$ cat src/rtl/fa16_rev_pkg.sv
// Shared types and defaults for the fa16_rev macro and its two-pass sequencer.
package fa16_rev_pkg;

    localparam int SETTLE_CYC_DEF = 2;
    localparam int TURN_CYC_DEF   = 1;

    typedef enum logic [2:0] {
        ST_IDLE,
        ST_FWD,
        ST_RESP,
        ST_TURN_B,
        ST_BWD,
        ST_TURN_F
    } fa16_seq_state_e;

    typedef struct packed {
        logic [15:0] a;
        logic [15:0] b;
        logic        c0;
        logic        z;
    } fa16_fwd_t;

    typedef struct packed {
        logic [15:0] s;
        logic [15:0] a_b;
        logic        c0_b;
        logic        c15;
    } fa16_bwd_t;

    function automatic int max_int(input int x, input int y);
        return (x > y) ? x : y;
    endfunction

endpackage

$ cat src/rtl/fa16_rev_seq_if.sv
// Operand/result channels toward the PE plus the operand/result pins of the fa16_rev macro.
interface fa16_rev_seq_if;
    logic        in_valid;
    logic        in_ready;
    logic [15:0] in_a;
    logic [15:0] in_b;
    logic        in_c0;
    logic        in_z;

    logic        out_valid;
    logic        out_ready;
    logic [15:0] out_s;
    logic [15:0] out_a_b;
    logic        out_c0_b;
    logic        out_c15;

    logic        dir;
    logic [15:0] f_a;
    logic [15:0] f_b;
    logic        f_c0_f;
    logic        f_z;
    logic [15:0] f_s;
    logic [15:0] f_a_b;
    logic        f_c0_b;
    logic        f_c15;

    logic [15:0] r_s;
    logic [15:0] r_a_b;
    logic        r_c0_b;
    logic        r_c15;
    logic [15:0] r_a;
    logic [15:0] r_b;
    logic        r_c0_f;
    logic        r_z;

    // master is the sequencer; slave is the PE datapath plus the macro.
    modport master (
        input  in_valid, in_a, in_b, in_c0, in_z, out_ready,
        input  f_s, f_a_b, f_c0_b, f_c15, r_a, r_b, r_c0_f, r_z,
        output in_ready, out_valid, out_s, out_a_b, out_c0_b, out_c15,
        output dir, f_a, f_b, f_c0_f, f_z, r_s, r_a_b, r_c0_b, r_c15
    );

    modport slave (
        output in_valid, in_a, in_b, in_c0, in_z, out_ready,
        output f_s, f_a_b, f_c0_b, f_c15, r_a, r_b, r_c0_f, r_z,
        input  in_ready, out_valid, out_s, out_a_b, out_c0_b, out_c15,
        input  dir, f_a, f_b, f_c0_f, f_z, r_s, r_a_b, r_c0_b, r_c15
    );
endinterface

$ cat src/rtl/fa16_rev_seq_timer.sv
// Loadable down-counter; done is high while the count sits at zero.
module fa16_rev_seq_timer #(
    parameter int W = 2
) (
    input  logic         clk,
    input  logic         rst,
    input  logic         load,
    input  logic [W-1:0] load_val,
    output logic         done
);
    logic [W-1:0] cnt;

    always_ff @(posedge clk) begin
        if (rst) begin
            cnt <= '0;
        end else if (load) begin
            cnt <= load_val;
        end else if (cnt != '0) begin
            cnt <= cnt - 1'b1;
        end
    end

    assign done = (cnt == '0);
endmodule

$ cat src/rtl/fa16_rev_seq.sv
// Two-pass sequencer for fa16_rev: forward compute, result handshake, backward uncompute
// with operand recovery check, and turnaround gaps around every dir flip.
module fa16_rev_seq
    import fa16_rev_pkg::*;
#(
    parameter int SETTLE_CYC = SETTLE_CYC_DEF,
    parameter int TURN_CYC   = TURN_CYC_DEF,
    parameter int ERR_W      = 8
) (
    input  logic             clk,
    input  logic             rst,
    fa16_rev_seq_if.master   bus,
    output logic             busy,
    output logic             err_pulse,
    output logic [ERR_W-1:0] err_cnt
);
    localparam int TMR_W = $clog2(max_int(SETTLE_CYC, TURN_CYC) + 1);

    fa16_seq_state_e  state;
    fa16_fwd_t        f_q;
    fa16_fwd_t        op_q;
    fa16_fwd_t        in_op;
    fa16_fwd_t        rec;
    fa16_bwd_t        r_q;
    fa16_bwd_t        res_q;
    fa16_bwd_t        f_res;
    logic             dir_q;
    logic             out_valid_q;
    logic             tmr_load;
    logic             tmr_done;
    logic [TMR_W-1:0] tmr_val;

    assign in_op = '{a: bus.in_a, b: bus.in_b, c0: bus.in_c0, z: bus.in_z};
    assign f_res = '{s: bus.f_s, a_b: bus.f_a_b, c0_b: bus.f_c0_b, c15: bus.f_c15};
    assign rec   = '{a: bus.r_a, b: bus.r_b, c0: bus.r_c0_f, z: bus.r_z};

    // Timer reloads on each transition into a timed state; it runs down during that state.
    // NOTE: both outputs get a default first so no path through the case leaves a latch.
    always_comb begin
        tmr_load = 1'b0;
        tmr_val  = '0;
        case (state)
            ST_IDLE: if (bus.in_valid) begin
                tmr_load = 1'b1;
                tmr_val  = TMR_W'(SETTLE_CYC - 1);
            end
            ST_RESP: if (bus.out_ready) begin
                tmr_load = 1'b1;
                tmr_val  = TMR_W'(TURN_CYC - 1);
            end
            ST_TURN_B: if (tmr_done) begin
                tmr_load = 1'b1;
                tmr_val  = TMR_W'(SETTLE_CYC - 1);
            end
            ST_BWD: if (tmr_done) begin
                tmr_load = 1'b1;
                tmr_val  = TMR_W'(TURN_CYC - 1);
            end
            default: ;
        endcase
    end

    fa16_rev_seq_timer #(.W(TMR_W)) u_timer (
        .clk      (clk),
        .rst      (rst),
        .load     (tmr_load),
        .load_val (tmr_val),
        .done     (tmr_done)
    );

    // f_q/r_q only change on edges where dir_q holds, so the macro pins settle before a flip.
    always_ff @(posedge clk) begin
        if (rst) begin
            // NOTE: the operand/result copies are cleared as well, so every output reads 0 after reset.
            state       <= ST_IDLE;
            f_q         <= '0;
            op_q        <= '0;
            r_q         <= '0;
            res_q       <= '0;
            dir_q       <= 1'b0;
            out_valid_q <= 1'b0;
            err_pulse   <= 1'b0;
            err_cnt     <= '0;
        end else begin
            // NOTE: nonblocking default low makes err_pulse a single-cycle strobe.
            err_pulse <= 1'b0;
            case (state)
                ST_IDLE: if (bus.in_valid) begin
                    f_q   <= in_op;
                    op_q  <= in_op;
                    state <= ST_FWD;
                end
                ST_FWD: if (tmr_done) begin
                    res_q       <= f_res;
                    out_valid_q <= 1'b1;
                    state       <= ST_RESP;
                end
                ST_RESP: if (bus.out_ready) begin
                    r_q         <= res_q;
                    f_q         <= '0;
                    out_valid_q <= 1'b0;
                    state       <= ST_TURN_B;
                end
                ST_TURN_B: if (tmr_done) begin
                    dir_q <= 1'b1;
                    state <= ST_BWD;
                end
                ST_BWD: if (tmr_done) begin
                    if (rec != op_q) begin
                        err_pulse <= 1'b1;
                        if (err_cnt != '1) err_cnt <= err_cnt + 1'b1;
                    end
                    r_q   <= '0;
                    state <= ST_TURN_F;
                end
                ST_TURN_F: if (tmr_done) begin
                    dir_q <= 1'b0;
                    state <= ST_IDLE;
                end
                default: state <= ST_IDLE;
            endcase
        end
    end

    assign busy          = (state != ST_IDLE);
    assign bus.in_ready  = (state == ST_IDLE);
    assign bus.out_valid = out_valid_q;
    assign bus.dir       = dir_q;

    assign bus.f_a       = f_q.a;
    assign bus.f_b       = f_q.b;
    assign bus.f_c0_f    = f_q.c0;
    assign bus.f_z       = f_q.z;

    assign bus.r_s       = r_q.s;
    assign bus.r_a_b     = r_q.a_b;
    assign bus.r_c0_b    = r_q.c0_b;
    assign bus.r_c15     = r_q.c15;

    assign bus.out_s     = res_q.s;
    assign bus.out_a_b   = res_q.a_b;
    assign bus.out_c0_b  = res_q.c0_b;
    assign bus.out_c15   = res_q.c15;
endmodule

$ cat src/flat_wrapper.sv
// flat-port wrapper written by rule: the top's interface ports become plain ports
module fa16_rev_seq_flat import fa16_rev_pkg::*;
#(
    parameter int SETTLE_CYC = SETTLE_CYC_DEF,
    parameter int TURN_CYC   = TURN_CYC_DEF,
    parameter int ERR_W      = 8
)
  (clk, rst, busy, err_pulse, err_cnt, bus_in_valid, bus_in_a, bus_in_b, bus_in_c0, bus_in_z, bus_out_ready, bus_f_s, bus_f_a_b, bus_f_c0_b, bus_f_c15, bus_r_a, bus_r_b, bus_r_c0_f, bus_r_z, bus_in_ready, bus_out_valid, bus_out_s, bus_out_a_b, bus_out_c0_b, bus_out_c15, bus_dir, bus_f_a, bus_f_b, bus_f_c0_f, bus_f_z, bus_r_s, bus_r_a_b, bus_r_c0_b, bus_r_c15);
  fa16_rev_seq_if bus_i ();
  input  logic clk;
  input  logic rst;
  output logic busy;
  output logic err_pulse;
  output logic [ERR_W-1:0] err_cnt;
  input wire logic [$bits(bus_i.in_valid)-1:0] bus_in_valid;
  input wire logic [$bits(bus_i.in_a)-1:0] bus_in_a;
  input wire logic [$bits(bus_i.in_b)-1:0] bus_in_b;
  input wire logic [$bits(bus_i.in_c0)-1:0] bus_in_c0;
  input wire logic [$bits(bus_i.in_z)-1:0] bus_in_z;
  input wire logic [$bits(bus_i.out_ready)-1:0] bus_out_ready;
  input wire logic [$bits(bus_i.f_s)-1:0] bus_f_s;
  input wire logic [$bits(bus_i.f_a_b)-1:0] bus_f_a_b;
  input wire logic [$bits(bus_i.f_c0_b)-1:0] bus_f_c0_b;
  input wire logic [$bits(bus_i.f_c15)-1:0] bus_f_c15;
  input wire logic [$bits(bus_i.r_a)-1:0] bus_r_a;
  input wire logic [$bits(bus_i.r_b)-1:0] bus_r_b;
  input wire logic [$bits(bus_i.r_c0_f)-1:0] bus_r_c0_f;
  input wire logic [$bits(bus_i.r_z)-1:0] bus_r_z;
  output wire logic [$bits(bus_i.in_ready)-1:0] bus_in_ready;
  output wire logic [$bits(bus_i.out_valid)-1:0] bus_out_valid;
  output wire logic [$bits(bus_i.out_s)-1:0] bus_out_s;
  output wire logic [$bits(bus_i.out_a_b)-1:0] bus_out_a_b;
  output wire logic [$bits(bus_i.out_c0_b)-1:0] bus_out_c0_b;
  output wire logic [$bits(bus_i.out_c15)-1:0] bus_out_c15;
  output wire logic [$bits(bus_i.dir)-1:0] bus_dir;
  output wire logic [$bits(bus_i.f_a)-1:0] bus_f_a;
  output wire logic [$bits(bus_i.f_b)-1:0] bus_f_b;
  output wire logic [$bits(bus_i.f_c0_f)-1:0] bus_f_c0_f;
  output wire logic [$bits(bus_i.f_z)-1:0] bus_f_z;
  output wire logic [$bits(bus_i.r_s)-1:0] bus_r_s;
  output wire logic [$bits(bus_i.r_a_b)-1:0] bus_r_a_b;
  output wire logic [$bits(bus_i.r_c0_b)-1:0] bus_r_c0_b;
  output wire logic [$bits(bus_i.r_c15)-1:0] bus_r_c15;
  assign bus_i.in_valid = bus_in_valid;
  assign bus_i.in_a = bus_in_a;
  assign bus_i.in_b = bus_in_b;
  assign bus_i.in_c0 = bus_in_c0;
  assign bus_i.in_z = bus_in_z;
  assign bus_i.out_ready = bus_out_ready;
  assign bus_i.f_s = bus_f_s;
  assign bus_i.f_a_b = bus_f_a_b;
  assign bus_i.f_c0_b = bus_f_c0_b;
  assign bus_i.f_c15 = bus_f_c15;
  assign bus_i.r_a = bus_r_a;
  assign bus_i.r_b = bus_r_b;
  assign bus_i.r_c0_f = bus_r_c0_f;
  assign bus_i.r_z = bus_r_z;
  assign bus_in_ready = bus_i.in_ready;
  assign bus_out_valid = bus_i.out_valid;
  assign bus_out_s = bus_i.out_s;
  assign bus_out_a_b = bus_i.out_a_b;
  assign bus_out_c0_b = bus_i.out_c0_b;
  assign bus_out_c15 = bus_i.out_c15;
  assign bus_dir = bus_i.dir;
  assign bus_f_a = bus_i.f_a;
  assign bus_f_b = bus_i.f_b;
  assign bus_f_c0_f = bus_i.f_c0_f;
  assign bus_f_z = bus_i.f_z;
  assign bus_r_s = bus_i.r_s;
  assign bus_r_a_b = bus_i.r_a_b;
  assign bus_r_c0_b = bus_i.r_c0_b;
  assign bus_r_c15 = bus_i.r_c15;
  fa16_rev_seq #(.SETTLE_CYC(SETTLE_CYC), .TURN_CYC(TURN_CYC), .ERR_W(ERR_W)) u_core (.clk(clk), .rst(rst), .bus(bus_i), .busy(busy), .err_pulse(err_pulse), .err_cnt(err_cnt));
endmodule
$ cat config.mk
export PLATFORM = sky130hd
export DESIGN_NAME = fa16_rev_seq_flat
export DESIGN_NICKNAME = d
export VERILOG_FILES = /design/src/rtl/fa16_rev_pkg.sv /design/src/rtl/fa16_rev_seq_if.sv /design/src/rtl/fa16_rev_seq_timer.sv /design/src/rtl/fa16_rev_seq.sv /design/src/flat_wrapper.sv
export SDC_FILE = /design/constraint.sdc
export NUM_CORES = 1
export LEC_CHECK = 0
export ABC_AREA = 0
export CORE_MARGIN = 2
export CORE_UTILIZATION = 40
export CTS_BUF_LIST = sky130_fd_sc_hd__clkbuf_8
export CTS_CLUSTER_SIZE = 14
export DETAILED_ROUTE_END_ITERATION = 10
export PLACE_DENSITY_LB_ADDON = 0.25
export SLEW_MARGIN = 40
export SYNTH_ARGS = -nofsm -noshare
export SYNTH_HDL_FRONTEND = slang
export SYNTH_SLANG_ARGS = --single-unit
$ cat constraint.sdc
create_clock -name clk -period 3.1 [get_ports clk]
set_input_delay 0.31 -clock clk [delete_from_list [all_inputs] [get_ports clk]]
set_output_delay 0.31 -clock clk [all_outputs]
set_load 0.05 [all_outputs]
==> results.md <==
* Setup slack, reg-to-reg at 1000 ps
* Dpl cell area at around 8000 µm²
* Most common cell after layout, fill and taps aside: clkdlybuf4s50_1
* Clk_skew at 13.0 ps
* Std-Cell Rows at 43
* Critical path peak fanout at 15
* Yosys synthesis warning count at 0
* Cell variety after synth at 39
* Placer congestion estimate at 0.802
* Sequential cell area fraction in the yosys report at about 54%
* Top-Level Pins at between 200 and 250
* Post-route cell area at between 8000 and 9000 µm²
* Mapped cell area at about 5700 µm²
* Maxcap violations at 0
* CTS tree: yes
* HPWL after DPL at ~11000 µm
* Crit end category: output port
* Initial Util at 40.9%
* Root buffer cell: clkbuf_8
* Status: completed
* WS Path Type: flop to output port
* Unrepaired setup endpoints after global routing: no
* Largest buffer count on any clock path at 2
* # resized after CTS at 0
* DRC at 0
* Synthesis-to-layout area growth at 48.7%
* Sink Count at between 150 and 200
* Launch point of the worst path: u_core.state[1]$_SDFFE_PP0P_
* Syn Inst Count at about 670
* VDD IR-drop max at 0.000412 V
* Tot GR Track Use at between 20 and 25%
* Vias per cell at ~5.1
* H-tree levels at 4
* Die width at about 120 µm
* DRT Pass-1 Iters at 5
* Number of global-route vias before repair at between 5000 and 6000
* Startpoint types: flop
* Worst EP required at ~2800 ps
* Final core utilization at approximately three fifths
* Grt total ovfl at 0
* Avg WL per Cell at 15.7 µm
* Most frequent cells in the layout: clkdlybuf4s50_1 (219), nand2_1 (175), dfxtp_1 (152), a21oi_1 (114), nor2_1 (39)
* Fill cell count at 1234
* Arr. time, crit path at between 2000 and 2500 ps
* Via count at approximately 5400
* Leakage at 3.08 nW
* WL final at between 15000 and 20000 µm
* PwrDens at about 820 nW/µm²
* Count of hold-fix buffers inserted at cts at 0
* Reg2reg start: u_core.state[1]$_SDFFE_PP0P_
* Largest net degree at the start of global routing at 85
* Post-synthesis average cell area at roughly 8.5 µm²
* Min cycle time layout at 2550 ps
* Final TNS setup at 0 ps
* Fmax at 0.392 GHz
* Slew @ Worst Pin at roughly 750 ps
* ANT cells at 0
* Worst Min Path Start: bus_f_a_b[10]
* Die Span Y at approximately 120 µm
* Post-synth net total at 779
* Initial antenna violation count at 0
* Multi-input gate area at approximately 2400 µm²
* Die area at around 15000 µm²
* Sequential Area at 3040 µm²
* Post-CTS Setup Bufs at 0
* Iter 0 DRT Violations at approximately 360
* Global-route wire length before repair at roughly 26000 µm
* Clock-pin slew of the registers on the worst-case setup and hold paths at roughly 80 ps
* CTS Buf Count at 17
* Post-DRT Antenna Nets at 0
* Worst Hold Class: input port to flop
* Period utilisation layout at 82.3%
* Final Hold Vio Count at 0
* Final setup violation count at 0
* Max_slew headroom at between 40% and 50%
* NumNets Final at between 900 and 1000
* Synth Register Bits at 152
* Share of layout cells above drive strength 1 at ~5.6%
* CORE AREA at around 14000 µm²
* PortBufs at 220
* Slew Viols, Final at 0
* Clk Latency, worst-skew pair at 450 ps
final cells by class:
class                      count  share of cell area, %
multi-input combinational    466                   28.6
inverter                       5                  0.222
tap                          180                   2.67
clock buffer                  18                   2.94
timing repair buffer         230                   27.1
sequential                   152                   36.1
clock inverter                14                   2.45
report_power, final:
part | internal, mW | switching [mW] | total (mW)
Sequential | 2.28 | 0.262 | 2.54
Combinational | 0.871 | 1.77 | 2.64
Clock | 0.973 | 0.733 | 1.71
worst paths after layout:
| path | to | cells past startpoint |
|---|---|---|
| max | bus_in_ready | 2 |
| min | u_core.bus.out_a_b[10]$_SDFFE_PP0P_ | 3 |
| max reg2reg | u_core.bus.r_a_b[6]$_SDFFE_PP0P_ | 7 |
| min reg2reg | u_core.bus.f_b[6]$_SDFFE_PP0P_ | 2 |
worst max-delay path, cell delays in order (launching register included):
cell             delay (ps)
dfxtp_1                 480
nor3_1                  430
clkdlybuf4s50_1         890
metrics by stage:
| stage | worst slack, ps | power [mW] | std cells | hold WS [ps] |
|---|---|---|---|---|
| 6_report | 550 | 6.89 | 1065 | 405 |
| 2_1_floorplan | 497 | 4.31 | 671 | 446 |
| 4_1_cts | 492 | 6.93 | 1065 | 377 |
| 5_1_grt | 433 | 7.23 | 1065 | 384 |
| 3_3_place_gp | 619 | 5.17 | 1033 | 441 |
| 3_5_place_dp | 686 | 5.22 | 1033 | 446 |
cells in the mapped netlist:
| cell type | n | area, µm² |
|---|---|---|
| or4_1 | 3 | 22.5 |
| o21bai_1 | 1 | 7.51 |
| buf_2 | 13 | 65.1 |
| buf_6 | 2 | 22.5 |
| or2_1 | 1 | 6.26 |
| o21ai_0 | 7 | 35.0 |
| nand3_1 | 5 | 25.0 |
| and2_1 | 1 | 6.26 |
| a22oi_1 | 35 | 263 |
| nor2_2 | 1 | 6.26 |
| buf_4 | 1 | 7.51 |
| nor3b_1 | 2 | 15.0 |
| nand2b_1 | 3 | 18.8 |
| nor3_2 | 1 | 10.0 |
| nor4_1 | 10 | 62.6 |
| mux2_2 | 1 | 11.3 |
| nand3_2 | 1 | 10.0 |
| nor2_1 | 39 | 146 |
| nor3_1 | 8 | 40.0 |
| dfxtp_1 | 152 | 3040 |
| nand2_1 | 175 | 657 |
| nor2_4 | 1 | 11.3 |
| a21boi_0 | 1 | 7.51 |
| and3_1 | 4 | 25.0 |
| a21oi_1 | 114 | 571 |
| inv_1 | 5 | 18.8 |
| nand4_1 | 1 | 6.26 |
| ha_1 | 2 | 25.0 |
| nor2b_1 | 3 | 18.8 |
| o41a_1 | 1 | 11.3 |
| xor2_1 | 33 | 289 |
| o31ai_1 | 3 | 22.5 |
| clkbuf_1 | 31 | 116 |
| a221oi_1 | 1 | 8.76 |
| or3b_2 | 2 | 17.5 |
| clkbuf_2 | 1 | 5.00 |
| or3_1 | 3 | 18.8 |
| xnor2_1 | 2 | 17.5 |
| a31oi_1 | 1 | 6.26 |
state kept, by name (all words and copies together), names as in the netlist, 2 cells and up:
name / flops
u_core.op_q: 34
u_core.bus.f_a: 16
u_core.bus.f_b: 16
u_core.bus.out_a_b: 16
u_core.bus.out_s: 16
u_core.bus.r_a_b: 16
u_core.bus.r_s: 16
u_core.err_cnt: 8
u_core.state: 3
u_core.u_timer.cnt: 2
cell families after synthesis:
family                   Yosys count  synth area share [%]
adder cells (fa/ha/maj)            2                 0.441
AND/OR/NAND/NOR                  264                  19.8
AO/OA/AOI/OAI                    164                  16.4
buffers and inverters             53                  4.14
XOR/XNOR                          35                  5.40
multiplexers                       1                 0.198
flip-flops                       152                  53.6
routing by layer:
| metal | vias to the layer above | share of wire, % | wire length, µm | track usage [%] |
|---|---|---|---|---|
| met5 | - | 0 | 0 | 0 |
| met4 | 0 | 1.9 | 313 | 7.60 |
| met3 | 22 | 10 | 1740 | 8.67 |
| met2 | 220 | 46 | 7770 | 35.7 |
| met1 | 2526 | 41 | 6900 | 25.2 |
| li1 | 2656 | - | - | - |
Note: power is estimated with default switching activity, not from simulation.
